**src/rtl/mgmt_mdio_scheduler.sv**
```systemverilog
// mgmt_mdio_scheduler: arbitrates the single mgmt0 MDIO transceiver between
// host register accesses and an autonomous BMSR link poller (host has priority).
// Optional build macro MGMT_MDIO_POLL_EXT_EN: each poll also reads POLL_EXT_REG
// right after BMSR and publishes it on poll_ext_status.
module mgmt_mdio_scheduler #(
  parameter int unsigned POLL_INTERVAL = 1875000,
  parameter logic [4:0]  POLL_PHY_ADDR = 5'h00,
  parameter logic [4:0]  POLL_EXT_REG  = 5'h11
) (
  input  logic        clk,
  input  logic        rst,
  input  logic [4:0]  host_md_addr,
  input  logic [4:0]  host_reg_addr,
  input  logic [15:0] host_wr_data,
  input  logic        host_reg_wr,
  input  logic        host_reg_rd,
  output logic        host_busy,
  output logic [15:0] host_rd_data,
  output logic [4:0]  phy_md_addr,
  output logic [4:0]  phy_reg_addr,
  output logic [15:0] phy_wr_data,
  output logic        phy_reg_wr,
  output logic        phy_reg_rd,
  input  logic [15:0] phy_rd_data,
  input  logic        mgmt_busy,
  output logic        poll_link_up,
  output logic [15:0] poll_bmsr,
  output logic [15:0] poll_ext_status,
  output logic        poll_link_change
);

  localparam int unsigned TMR_W    = (POLL_INTERVAL > 2) ? $clog2(POLL_INTERVAL) : 1;
  localparam logic [TMR_W-1:0] TMR_LAST = TMR_W'(POLL_INTERVAL - 1);
  localparam logic [4:0]  BMSR_REG = 5'h01;

  typedef enum logic [1:0] {ST_IDLE, ST_ISSUE, ST_SETTLE, ST_WAIT} state_t;

  state_t           state, state_nxt;
  logic [TMR_W-1:0] timer, timer_nxt;
  logic             poll_pending, poll_pending_nxt;
  logic             sel_host, sel_host_nxt;
  logic             ext_phase, ext_phase_nxt;
  logic             host_is_wr, host_is_wr_nxt;
  logic [4:0]       host_md_q, host_md_q_nxt;
  logic [4:0]       host_reg_q, host_reg_q_nxt;
  logic [15:0]      host_data_q, host_data_q_nxt;

  logic             host_busy_nxt;
  logic [15:0]      host_rd_data_nxt;
  logic [4:0]       phy_md_addr_nxt;
  logic [4:0]       phy_reg_addr_nxt;
  logic [15:0]      phy_wr_data_nxt;
  logic             phy_reg_wr_nxt;
  logic             phy_reg_rd_nxt;
  logic             poll_link_up_nxt;
  logic [15:0]      poll_bmsr_nxt;
  logic [15:0]      poll_ext_status_nxt;
  logic             poll_link_change_nxt;

  // State and registered outputs; reset clears everything immediately
  always_ff @(posedge clk or posedge rst) begin
    if (rst) begin
      state            <= ST_IDLE;
      timer            <= '0;
      poll_pending     <= 1'b0;
      sel_host         <= 1'b0;
      ext_phase        <= 1'b0;
      host_is_wr       <= 1'b0;
      host_md_q        <= '0;
      host_reg_q       <= '0;
      host_data_q      <= '0;
      host_busy        <= 1'b0;
      host_rd_data     <= '0;
      phy_md_addr      <= '0;
      phy_reg_addr     <= '0;
      phy_wr_data      <= '0;
      phy_reg_wr       <= 1'b0;
      phy_reg_rd       <= 1'b0;
      poll_link_up     <= 1'b0;
      poll_bmsr        <= '0;
      poll_ext_status  <= '0;
      poll_link_change <= 1'b0;
    end else begin
      state            <= state_nxt;
      timer            <= timer_nxt;
      poll_pending     <= poll_pending_nxt;
      sel_host         <= sel_host_nxt;
      ext_phase        <= ext_phase_nxt;
      host_is_wr       <= host_is_wr_nxt;
      host_md_q        <= host_md_q_nxt;
      host_reg_q       <= host_reg_q_nxt;
      host_data_q      <= host_data_q_nxt;
      host_busy        <= host_busy_nxt;
      host_rd_data     <= host_rd_data_nxt;
      phy_md_addr      <= phy_md_addr_nxt;
      phy_reg_addr     <= phy_reg_addr_nxt;
      phy_wr_data      <= phy_wr_data_nxt;
      phy_reg_wr       <= phy_reg_wr_nxt;
      phy_reg_rd       <= phy_reg_rd_nxt;
      poll_link_up     <= poll_link_up_nxt;
      poll_bmsr        <= poll_bmsr_nxt;
      poll_ext_status  <= poll_ext_status_nxt;
      poll_link_change <= poll_link_change_nxt;
    end
  end

  // Next-state: poll timer, host capture, arbitration FSM and completion updates
  always_comb begin
    state_nxt            = state;
    timer_nxt            = timer + TMR_W'(1);
    poll_pending_nxt     = poll_pending;
    sel_host_nxt         = sel_host;
    ext_phase_nxt        = ext_phase;
    host_is_wr_nxt       = host_is_wr;
    host_md_q_nxt        = host_md_q;
    host_reg_q_nxt       = host_reg_q;
    host_data_q_nxt      = host_data_q;
    host_busy_nxt        = host_busy;
    host_rd_data_nxt     = host_rd_data;
    phy_md_addr_nxt      = phy_md_addr;
    phy_reg_addr_nxt     = phy_reg_addr;
    phy_wr_data_nxt      = phy_wr_data;
    phy_reg_wr_nxt       = 1'b0;
    phy_reg_rd_nxt       = 1'b0;
    poll_link_up_nxt     = poll_link_up;
    poll_bmsr_nxt        = poll_bmsr;
    poll_ext_status_nxt  = poll_ext_status;
    poll_link_change_nxt = 1'b0;

    // Host request capture; a strobe while busy is dropped, rd+wr counts as write
    if ((host_reg_rd || host_reg_wr) && !host_busy) begin
      host_busy_nxt   = 1'b1;
      host_is_wr_nxt  = host_reg_wr;
      host_md_q_nxt   = host_md_addr;
      host_reg_q_nxt  = host_reg_addr;
      host_data_q_nxt = host_wr_data;
    end

    unique case (state)
      ST_IDLE: begin
        if (!mgmt_busy) begin
          if (host_busy) begin
            sel_host_nxt     = 1'b1;
            ext_phase_nxt    = 1'b0;
            phy_md_addr_nxt  = host_md_q;
            phy_reg_addr_nxt = host_reg_q;
            phy_wr_data_nxt  = host_data_q;
            phy_reg_wr_nxt   = host_is_wr;
            phy_reg_rd_nxt   = !host_is_wr;
            state_nxt        = ST_ISSUE;
          end else if (poll_pending) begin
            sel_host_nxt     = 1'b0;
            ext_phase_nxt    = 1'b0;
            phy_md_addr_nxt  = POLL_PHY_ADDR;
            phy_reg_addr_nxt = BMSR_REG;
            phy_wr_data_nxt  = '0;
            phy_reg_rd_nxt   = 1'b1;
            state_nxt        = ST_ISSUE;
          end
        end
      end
      ST_ISSUE:  state_nxt = ST_SETTLE;
      // Transceiver raises mgmt_busy a cycle after the strobe, so ignore it here
      ST_SETTLE: state_nxt = ST_WAIT;
      ST_WAIT: begin
        if (!mgmt_busy) begin
          state_nxt = ST_IDLE;
          if (sel_host) begin
            if (!host_is_wr) host_rd_data_nxt = phy_rd_data;
            host_busy_nxt = 1'b0;
          end else if (!ext_phase) begin
            poll_bmsr_nxt        = phy_rd_data;
            poll_link_up_nxt     = phy_rd_data[2];
            poll_link_change_nxt = phy_rd_data[2] ^ poll_link_up;
`ifdef MGMT_MDIO_POLL_EXT_EN
            ext_phase_nxt        = 1'b1;
            phy_reg_addr_nxt     = POLL_EXT_REG;
            phy_reg_rd_nxt       = 1'b1;
            state_nxt            = ST_ISSUE;
`else
            poll_pending_nxt     = 1'b0;
`endif
          end else begin
`ifdef MGMT_MDIO_POLL_EXT_EN
            poll_ext_status_nxt = phy_rd_data;
`endif
            ext_phase_nxt    = 1'b0;
            poll_pending_nxt = 1'b0;
          end
        end
      end
      default: state_nxt = ST_IDLE;
    endcase

    // Interval timer wrap requests a poll; an already pending poll just stays pending
    if (timer == TMR_LAST) begin
      timer_nxt        = '0;
      poll_pending_nxt = 1'b1;
    end
  end

endmodule

```
**config.mk**
```make
export PLATFORM = sky130hd
export DESIGN_NAME = mgmt_mdio_scheduler
export DESIGN_NICKNAME = d
export VERILOG_FILES = /design/src/rtl/mgmt_mdio_scheduler.sv
export SDC_FILE = /design/constraint.sdc
export NUM_CORES = 1
export LEC_CHECK = 0
export BUFFER_PORTS_ARGS = -buffer_cell sky130_fd_sc_hd__buf_2
export CAP_MARGIN = 20
export CORE_MARGIN = 5
export CORE_UTILIZATION = 47
export CTS_CLUSTER_DIAMETER = 80
export DETAILED_ROUTE_END_ITERATION = 8
export HOLD_SLACK_MARGIN = 0.06
export PLACE_DENSITY = 0.76
export SYNTH_ARGS = -nofsm -noshare
export SYNTH_HDL_FRONTEND = slang
export SYNTH_SLANG_ARGS = --single-unit
export TNS_END_PERCENT = 20
```
**constraint.sdc**
```tcl
create_clock -name clk -period 3.6 [get_ports clk]
set_clock_uncertainty 0.05 [all_clocks]
set_input_delay 0.36 -clock clk [delete_from_list [all_inputs] [get_ports clk]]
set_output_delay 0.36 -clock clk [all_outputs]
set_load 0.05 [all_outputs]
```
==> flow_summary_export.csv, run 1 <==
group,metric,value,unit
outcome,status,"finished, final reports clean",
final_layout,fin_cells,645,
worst_setup_path,crit_arrival,2.58,ns
timing,tightest_slew,1.05,ns
route,ant_nets,0,
power,power_density,983,mW/mm^2
timing,setup_violations,0,
synth,syn_inst,338,
synth,synthesis.area,0.00466,sq mm
cts,cts.clk_slew.worst_paths,0.05,ns
die,row_count,36,
final_layout,area_growth,37.0,%
die,ios,126,
cts,clock_sinks,114,
route,wirelength,10300,um
timing,relSlewSlack,29.7,%
final_layout,nets,552,
worst_setup_path,r2r_start,"state[0]$_DFFE_PP0P_",
synth,synth_cell_types,39,
synth,synth_edf_count,0,
worst_setup_path,ff2ff_path_depth,5,
power,p_int,3.78,mW
timing,period_share,61.1,%
global_routing,grt_use_total,17.9,%
power,max-vdd-ir-drop,0.000507,V
placed_design,place_hpwl,6370,um
route,via_per_inst,4.99,
worst_setup_path,criticalPathCategory,"reg -> reg",
global_routing,grt_overflow,0,
die,die_w,110,um
cts,post-cts-setup-buffer-count,0,
placed_design,place_inst,568,
min_path,holdPathEnd,"host_busy$_DFF_PP0_",
cts,ctsRootBufferMaster,"clkbuf_8",
synth,yosysSeqAreaShare,61.2,%
final_layout,diodes,0,
global_routing,grt_pass1_vias,3349,
worst_setup_path,rr_endpoint,"phy_wr_data[8]$_DFFE_PP0P_",
placed_design,placed_area,0.00526,sq mm
timing,fmax,455,MHz
power,p_leak,3.08,nW
synth,yosysMostFrequentCell,"dfrtp_1",
die,start_util,47.9,%
cts,cts_buffers,17,
worst_setup_path,critPathLaunchType,"flop",
worst_setup_path,end_kind,"flop",
route,vias,3221,
synth,ys_ff_latch,114,
timing,final.setup.tns,0,ns
die,core-area,0.00973,sq mm
worst_setup_path,worstPathMaxFanout,27,
power,p_comb_share,38.7,%
worst_setup_path,cp.required,3.98,ns
power,pwr-share-seq,33.0,%
global_routing,grt_pass1_wl,16300,um
route,first_iter_violations,214,
route,wl_per_cell,16.0,um
min_path,hp-class,"in -> reg",
die,die_area,0.0120,sq mm
job,drv_cap,0,
cts,hold_buffers,44,
die,die_h,110,um
route,first_pass_iters,4,
final_layout,stdcell_area,0.00639,sq mm
synth,syn_avg_cell_area,13.8,sq um
route,drc,0,
global_routing,grt_max_degree,83,
placed_design,portBuffers,109,
timing,finalHoldViolations,0,
power,switching_power,2.50,mW
timing,period_needed,2.20,ns
synth,synthTopCellsByCount,"dfrtp_1 (114), mux2_2 (60), a22o_1 (25)",
synth,yosys_warnings,0,
synth,synth_area_leaders,"dfrtp_1 (61%), mux2_2 (14%), a22o_1 (4.7%)",
timing,maxSlewViolCount,0,
cts,clk_latency,0.50,ns
placed_design,gp_congestion,0.781,
synth,synth_top_area_share,61.2,%
cts,cts_tree,"yes",
worst_setup_path,rrSetupSlack,1.40,ns
timing,worst_slack,1.40,ns
cts,cts_resized,0,
power,swShare,39.8,%
min_path,hold_path_startpoint,"host_reg_wr",
synth,synth-main-ff-cell,"dfrtp_1",
timing,rsz0062_at_grt,"false",
synth,synth_top_cell_by_area,"dfrtp_1",
cts,cts.path.max_buffers,2,
global_routing,antenna_found_initial,0,
cts,htree_levels,4,
placed_design,preCtsSetupSlack,1.49,ns
final_layout,final_core_util,65.6,%
final_layout,drive_gt1_share,42.0,%
power,p_clk_share,28.3,%
min_path,min_path_cells,2,
synth,synthArstFlopShare,100,%
-- area by class of cell --
class	count	area, sq um
Fill cell	697	3340
Tap cell	133	166
Sequential cell	114	2850
Timing Repair Buffer	159	1060
Clock inverter	10	180
Clock buffer	21	459
Inverter	7	28.8
Multi-Input combinational cell	201	1640
-- critical path, cell delays in order, from the launching register on --
cell	delay (ns)
dfrtp_1	0.38
inv_1	0.13
ha_1	0.20
nor2b_1	0.24
and2_1	0.86
a22o_1	0.27
-- cell families after synthesis --
group           Yosys count  share of synthesized area, %
fa+ha+maj                 5                          1.34
mux                      61                          14.7
simple gates             62                          7.81
xor+xnor                 16                          3.01
flops                   114                          61.2
compound gates           41                          6.76
other cells               1                        0.0804
buf+inv                  38                          5.10
-- power by group through the flow --
stage | Clock (mW) | Sequential, mW | Combinational, mW
after global placement | 0 | 2.04 | 2.32
after detailed placement | 0 | 2.07 | 2.37
after CTS | 1.81 | 2.06 | 2.43
after floorplan | 0 | 3.13 | 0.777
final | 1.78 | 2.07 | 2.43
after global routing | 1.87 | 2.13 | 2.57
-- registers in the layout, summed over array words and instances (netlist names) --
signal / flops
host_rd_data: 16
phy_reg_addr: 5
phy_md_addr: 5
timer: 21
host_md_q: 5
phy_reg_wr: 1
poll_pending: 1
host_reg_q: 5
phy_wr_data: 16
poll_bmsr: 16
phy_reg_rd: 1
sel_host: 1
state: 2
poll_link_change: 1
host_data_q: 16
host_is_wr: 1
host_busy: 1
-- per-layer routing --
layer / vias up / GRT usage [%] / share of wire, %
met5: - / 0 / 0
met4: 0 / 7.93 / 2.0
met3: 16 / 4.64 / 5.1
met2: 95 / 30.3 / 52
met1: 1598 / 21.6 / 41
li1: 1512 / - / -
-- placed cells by master, fill, tap and decap left out, types with 2 or more instances in the layout --
cell | Yosys | layout
a21oi_1 | 5 | 5
a22o_1 | 25 | 25
and2_1 | 3 | 3
and4_1 | 2 | 2
and4_4 | 2 | 2
buf_2 | 11 | 109
buf_4 | 19 | 4
bufinv_16 | 0 | 5
clkbuf_16 | 0 | 16
clkbuf_8 | 1 | 4
clkinv_2 | 0 | 3
clkinvlp_4 | 0 | 2
conb_1 | 1 | 16
dfrtp_1 | 114 | 114
dlygate4sd3_1 | 0 | 44
ha_1 | 5 | 5
inv_1 | 7 | 6
mux2_2 | 60 | 60
nand2_1 | 5 | 5
nand3_1 | 10 | 10
nand4_1 | 8 | 8
nor2_1 | 14 | 14
nor2b_1 | 2 | 2
nor4_1 | 3 | 3
o21ai_0 | 4 | 4
or3_1 | 4 | 4
xnor2_1 | 6 | 6
xor2_1 | 10 | 10
-- through the flow --
step | power, mW | hold WS, ns
2_1_floorplan | 3.90 | 0.407
3_5_place_dp | 4.44 | 0.425
3_3_place_gp | 4.36 | 0.415
4_1_cts | 6.29 | 0.0637
6_report | 6.28 | 0.0868
5_1_grt | 6.56 | 0.0731
-- worst max-delay path by stage --
| stage | start | to | cells after the start |
|---|---|---|---|
| floorplan | rst | host_busy$_DFF_PP0_ | 1 |
| global placement | state[0]$_DFFE_PP0P_ | phy_reg_addr[0]$_DFFE_PP0P_ | 5 |
| detailed placement | state[0]$_DFFE_PP0P_ | phy_wr_data[10]$_DFFE_PP0P_ | 5 |
| CTS | state[0]$_DFFE_PP0P_ | phy_wr_data[8]$_DFFE_PP0P_ | 5 |
| global route | state[0]$_DFFE_PP0P_ | phy_reg_addr[0]$_DFFE_PP0P_ | 5 |
| finish | state[0]$_DFFE_PP0P_ | phy_wr_data[8]$_DFFE_PP0P_ | 5 |
Power figures use the tool's default switching activity.
==> run 2: changes to the inputs <==
--- a/config.mk
+++ b/config.mk
@@ -8,11 +8,11 @@
 export BUFFER_PORTS_ARGS = -buffer_cell sky130_fd_sc_hd__buf_2
 export CAP_MARGIN = 20
 export CORE_MARGIN = 5
-export CORE_UTILIZATION = 47
+export CORE_UTILIZATION = 52
 export CTS_CLUSTER_DIAMETER = 80
 export DETAILED_ROUTE_END_ITERATION = 8
 export HOLD_SLACK_MARGIN = 0.06
-export PLACE_DENSITY = 0.76
+export PLACE_DENSITY = 0.79
 export SYNTH_ARGS = -nofsm -noshare
 export SYNTH_HDL_FRONTEND = slang
 export SYNTH_SLANG_ARGS = --single-unit
==> constraint.sdc (replaced) <==
create_clock -name clk -period 2.2 [get_ports clk]
set_clock_uncertainty 0.05 [all_clocks]
set_input_delay 0.22 -clock clk [delete_from_list [all_inputs] [get_ports clk]]
set_output_delay 0.22 -clock clk [all_outputs]
set_load 0.05 [all_outputs]
==> run 2 against run 1 <==
Die area down 8.8%. Clock power grew 55%. Non-clock buffer count rose by 5. Final cell count fell by 2.8%. Count of clock-buffer cells in the layout down 1. Largest power group unchanged. Wire length increased by 6.9%. Maximum frequency up 21%. Critical path type unchanged. Setup slack lost 1.0 ns.
==> flow_summary_export.csv, run 2 (synthesized netlist as in run 1, its figures left out) <==
group,metric,value,unit
timing,maxSlewViolCount,0,
global_routing,grt_pass1_wl,18500,um
power,power_density,1600,mW/mm^2
cts,clk_latency,0.51,ns
power,p_comb_share,39.6,%
die,die_area,0.0110,sq mm
global_routing,grt_use_total,21.1,%
power,switching_power,4.22,mW
die,die_h,105,um
route,ant_nets,0,
worst_setup_path,end_kind,"flop",
global_routing,antenna_found_initial,0,
final_layout,nets,557,
cts,clock_sinks,114,
die,start_util,53.5,%
global_routing,grt-busiest-layer,"met2",
route,wirelength,11100,um
cts,cts.path.max_buffers,2,
route,first_iter_violations,189,
die,row_count,34,
min_path,min_path_cells,3,
min_path,hp-class,"in -> reg",
worst_setup_path,ff2ff_path_depth,6,
final_layout,final_common_cell,"dfrtp_1",
route,first_pass_iters,4,
die,core-area,0.00872,sq mm
worst_setup_path,cp.required,2.59,ns
timing,fin_hold_ws,0.0897,ns
global_routing,met3_usage,5.92,%
cts,cts_tree,"yes",
final_layout,final_cell_mix,"dfrtp_1 (114), buf_2 (109), mux2_2 (60)",
final_layout,drive_gt1_share,42.3,%
placed_design,gp_congestion,0.781,
final_layout,area_growth,36.6,%
timing,finalHoldViolations,0,
global_routing,grt_max_degree,55,
placed_design,placed_area,0.00529,sq mm
timing,period_share,82.8,%
power,swShare,41.4,%
timing,fmax,549,MHz
worst_setup_path,critPathLaunchType,"flop",
placed_design,portBuffers,109,
job,drv_cap,0,
timing,tightest_slew,0.576,ns
power,p_int,5.97,mW
timing,setup_violations,0,
global_routing,grt_pass1_vias,3585,
power,p_clk_share,27.1,%
die,die_w,105,um
outcome,status,"finished, final reports clean",
cts,cts.clk_slew.worst_paths,0.06,ns
worst_setup_path,critPathLaunch,"state[0]$_DFFE_PP0P_",
route,drc,0,
power,pwr-share-seq,33.3,%
cts,htree_levels,4,
final_layout,largest_register,"timer",
power,p_leak,3.06,nW
worst_setup_path,r2r_start,"state[0]$_DFFE_PP0P_",
timing,period_needed,1.82,ns
global_routing,met2_usage,36.8,%
worst_setup_path,rr_endpoint,"phy_reg_addr[2]$_DFFE_PP0P_",
route,via_per_inst,5.32,
timing,rsz0062_at_grt,"false",
worst_setup_path,criticalPathCategory,"reg -> reg",
timing,final.setup.tns,0,ns
cts,cts_buffers,17,
worst_setup_path,crit_arrival,2.21,ns
global_routing,grt_use_met1,24.2,%
worst_setup_path,worstPathMaxFanout,20,
timing,relSlewSlack,61.5,%
route,wl_per_cell,17.6,um
min_path,holdPathEnd,"phy_reg_wr$_DFF_PP0_",
placed_design,place_hpwl,6720,um
worst_setup_path,rrSetupSlack,0.38,ns
final_layout,largest_reg_flops,21,
power,max-vdd-ir-drop,0.000709,V
route,vias,3335,
min_path,hold_path_startpoint,"mgmt_busy",
global_routing,grt_overflow,0,
cts,ctsRootBufferMaster,"clkbuf_8",
final_layout,stdcell_area,0.00637,sq mm
die,ios,126,
-- run 2: changes by cell type in the layout (fill, tap and decap cells not counted), sizes merged, moves of 2 or more --
cell / previous run / this run
buf: 115 / 118
bufinv: 5 / 3
clkinvlp: 2 / 6
dlygate4sd3: 44 / 46
-- run 2: critical path: stages, from the launching register on --
cell	delay (ns)
dfrtp_1	0.38
inv_1	0.13
ha_1	0.22
nor2b_1	0.23
and2_1	0.38
buf_12	0.21
a22o_1	0.15
-- run 2: power groups by stage --
| stage | Clock [mW] | Sequential [mW] | Combinational, mW |
|---|---|---|---|
| after floorplan | 0 | 5.11 | 1.27 |
| after global placement | 0 | 3.35 | 3.82 |
| after detailed placement | 0 | 3.39 | 3.94 |
| after CTS | 2.79 | 3.37 | 4.02 |
| after global routing | 2.90 | 3.48 | 4.24 |
| final | 2.76 | 3.39 | 4.04 |
-- run 2: layer usage --
layer / routed length (um) / vias up
met4: 223 / 0
met2: 6030 / 109
met5: 0 / -
met1: 4220 / 1695
met3: 594 / 20
li1: - / 1511
-- run 2: final cells by class --
class	count	area (sq um)
antenna	1	2.50
fill	521	2350
timing repair buffer	164	1110
clock buffer	20	445
sequential	114	2850
multi-input combinational	201	1640
inverter	7	30.0
tap	108	135
clock inverter	12	155
-- run 2: how the worst max path moves through the flow --
stage / end / slack [ns]
CTS: phy_wr_data[2]$_DFFE_PP0P_ / 0.36
global route: phy_reg_addr[2]$_DFFE_PP0P_ / 0.28
finish: phy_reg_addr[2]$_DFFE_PP0P_ / 0.38
detailed placement: phy_wr_data[2]$_DFFE_PP0P_ / 0.38
floorplan: host_data_q[0]$_DFFE_PP0P_ / 0.41
global placement: phy_reg_addr[0]$_DFFE_PP0P_ / 0.47
-- run 2: metrics by stage --
stage	util, %	cells	setup slack (ns)	total power [mW]
floorplan	-	353	0.407	6.39
global placement	60.6	547	0.473	7.17
detailed placement	60.6	547	0.375	7.33
CTS	72.8	625	0.363	10.2
global route	73.0	626	0.276	10.6
finish	73.0	627	0.379	10.2
-- run 2: timing repair --
item,4_1_cts,5_1_grt
resized for setup,0,0
buffers inserted,0,0
hold buffers,46,0
endpoints found under the hold margin,84,0
==> run 3: changes to the inputs <==
--- a/config.mk
+++ b/config.mk
@@ -8,11 +8,11 @@
 export BUFFER_PORTS_ARGS = -buffer_cell sky130_fd_sc_hd__buf_2
 export CAP_MARGIN = 20
 export CORE_MARGIN = 5
-export CORE_UTILIZATION = 52
+export CORE_UTILIZATION = 47
 export CTS_CLUSTER_DIAMETER = 80
 export DETAILED_ROUTE_END_ITERATION = 8
 export HOLD_SLACK_MARGIN = 0.06
-export PLACE_DENSITY = 0.79
+export PLACE_DENSITY = 0.76
 export SYNTH_ARGS = -nofsm -noshare
 export SYNTH_HDL_FRONTEND = slang
 export SYNTH_SLANG_ARGS = --single-unit
==> constraint.sdc (replaced) <==
create_clock -name clk -period 1.5 [get_ports clk]
set_clock_uncertainty 0.05 [all_clocks]
set_input_delay 0.15 -clock clk [delete_from_list [all_inputs] [get_ports clk]]
set_output_delay 0.15 -clock clk [all_outputs]
set_load 0.05 [all_outputs]
==> run 3 against run 2 <==
The run now ends with negative setup slack left. Combinational power increased by 56%. Maximum frequency increased by 12%. Die area increased by 9.6%. Global-route usage decreased by 1.8 points. Register-to-register slack got worse by 0.51 ns. Critical path type unchanged. Critical endpoint is now host_rd_data[9]$_DFFE_PP0P_. Largest cell class unchanged. Largest power group unchanged.
==> flow_summary_export.csv, run 3 (synthesized netlist as in run 1, its figures left out) <==
group,metric,value,unit
worst_setup_path,criticalPathCategory,"reg -> reg",
cts,cts_tree,"yes",
outcome,violations,"negative setup slack",
die,row_count,36,
final_layout,largest_reg_flops,21,
global_routing,antenna_found_initial,0,
global_routing,grt_use_total,19.3,%
placed_design,place_inst,593,
die,core-area,0.00973,sq mm
global_routing,grt_pass1_wl,17500,um
global_routing,grt_pass1_vias,3544,
final_layout,largest_register,"timer",
final_layout,final_common_cell,"buf_2",
worst_setup_path,ff2ff_path_depth,5,
final_layout,nets,583,
worst_setup_path,critPathLaunch,"state[1]$_DFFE_PP0P_",
job,drv_cap,0,
global_routing,grt_max_degree,71,
power,max-vdd-ir-drop,0.00118,V
cts,cts_buffers,17,
route,ant_nets,0,
route,first_pass_iters,4,
die,ios,126,
placed_design,portBuffers,109,
final_layout,drive_gt1_share,50.8,%
power,p_leak,3.28,nW
worst_setup_path,path_delay_family,"flip-flops",
worst_setup_path,rrSetupSlack,-0.13,ns
worst_setup_path,crit_buf_inv,1,
final_layout,fillers,627,
placed_design,gp_congestion,0.788,
cts,cts.path.max_buffers,2,
timing,setup_violations,64,
worst_setup_path,end_kind,"flop",
placed_design,placed_area,0.00553,sq mm
worst_setup_path,path_cells,"ha_4, nand3b_1, nor2_2, buf_12, mux2_2",
die,die_w,110,um
worst_setup_path,rr_endpoint,"host_rd_data[9]$_DFFE_PP0P_",
cts,ctsRootBufferMaster,"clkbuf_8",
timing,worst_slack,-0.129,ns
timing,fmax,614,MHz
min_path,hp-class,"in -> async",
final_layout,fin_cells,676,
timing,relSlewSlack,64.3,%
timing,rsz0062_at_grt,"true",
final_layout,stdcell_area,0.00683,sq mm
final_layout,seq_area,0.00286,sq mm
worst_setup_path,cp.required,1.85,ns
die,die_h,110,um
final_layout,multi_input_area,0.00186,sq mm
timing,period_needed,1.63,ns
die,die_area,0.0120,sq mm
final_layout,final_cell_mix,"buf_2 (109), dfrtp_1 (108), dlygate4sd3_1 (46)",
timing,period_share,109,%
timing,final.setup.tns,-4.36,ns
timing,finalHoldViolations,0,
worst_setup_path,critPathLaunchType,"flop",
worst_setup_path,endpoint,"host_rd_data[9]$_DFFE_PP0P_",
placed_design,preCtsSetupSlack,-0.0626,ns
worst_setup_path,r2r_start,"state[1]$_DFFE_PP0P_",
worst_setup_path,critPathMaxStageDelay,0.40,ns
worst_setup_path,crit_cells,5,
route,via_per_inst,5.13,
die,start_util,47.9,%
final_layout,diodes,0,
cts,htree_levels,4,
worst_setup_path,crit_arrival,1.98,ns
route,first_iter_violations,209,
worst_setup_path,cp_slowest_cell,"dfrtp_1",
route,wl_per_cell,17.8,um
route,wirelength,12100,um
cts,clock_sinks,114,
timing,maxSlewViolCount,0,
route,vias,3467,
global_routing,grt_overflow,0,
worst_setup_path,worstPathMaxFanout,16,
placed_design,place_hpwl,6750,um
timing,tightest_slew,0.536,ns
cts,clk_latency,0.52,ns
power,power_density,2220,mW/mm^2
cts,cts.clk_slew.worst_paths,0.06,ns
final_layout,area_growth,46.4,%
outcome,status,"complete, but fails checks",
route,drc,0,
run 3: cell count changes in the layout (fill, tap and decap cells not counted), sizes merged:
cell / delta
buf: +26
bufinv: -1
clkbuf: +1
clkinv: +5
clkinvlp: -4
diode: -1
inv: -2
run 3: how the worst min path moves through the flow:
stage / startpoint / endpoint / slack (ns) / cells after the start
2_1_floorplan: host_reg_rd / host_busy$_DFF_PP0_ / 0.22 / 1
3_3_place_gp: rst / timer[1]$_DFF_PP0_ / 0.25 / 3
3_5_place_dp: rst / timer[1]$_DFF_PP0_ / 0.25 / 3
4_1_cts: rst / timer[1]$_DFF_PP0_ / 0.25 / 4
5_1_grt: rst / timer[1]$_DFF_PP0_ / 0.28 / 4
6_report: rst / timer[0]$_DFF_PP0_ / 0.22 / 4
run 3: power by group:
group | switching [mW] | internal, mW | total (mW)
clock network | 1.39 | 2.43 | 3.82
logic | 4.14 | 2.18 | 6.32
registers | 0.749 | 4.28 | 5.02
total | 6.28 | 8.89 | 15.2
run 3: area by class of cell:
cell class	instances	area share, %
Inverter	7	0.440
Clock buffer	21	6.58
Tap cell	133	2.44
Clock inverter	10	1.61
Multi-Input combinational cell	201	27.2
Sequential cell	114	41.9
Timing Repair Buffer	190	19.8
run 3: repair_timing:
action,in CTS,in global routing
resized for setup,8,54
pin swaps,1,16
buffers inserted,0,5
gates cloned,0,1
setup endpoints to repair,65,78
endpoints found under the hold margin,177,0
hold buffers,46,0
run 3: per-layer routing:
metal | up-vias | global-route usage [%] | wire [um]
met5 | - | 0 | 0
met4 | 0 | 8.28 | 250
met3 | 23 | 5.34 | 614
met2 | 114 | 33.4 | 6390
met1 | 1767 | 22.4 | 4800
li1 | 1563 | - | -
run 3: per-stage QoR:
stage                     hold WS, ns  util, %  power (mW)
final                           0.224     70.2        15.2
after CTS                       0.249     67.6        14.9
after floorplan                 0.225        -        9.37
after detailed placement        0.251     56.8        10.9
after global routing            0.278     70.2        15.8
after global placement          0.247     56.8        10.7
run 3: worst min-delay path, cell delays in order:
cell and delay (ns):
dlygate4sd3_1 0.53, buf_2 0.13, clkinvlp_4 0.08, buf_12 0.30
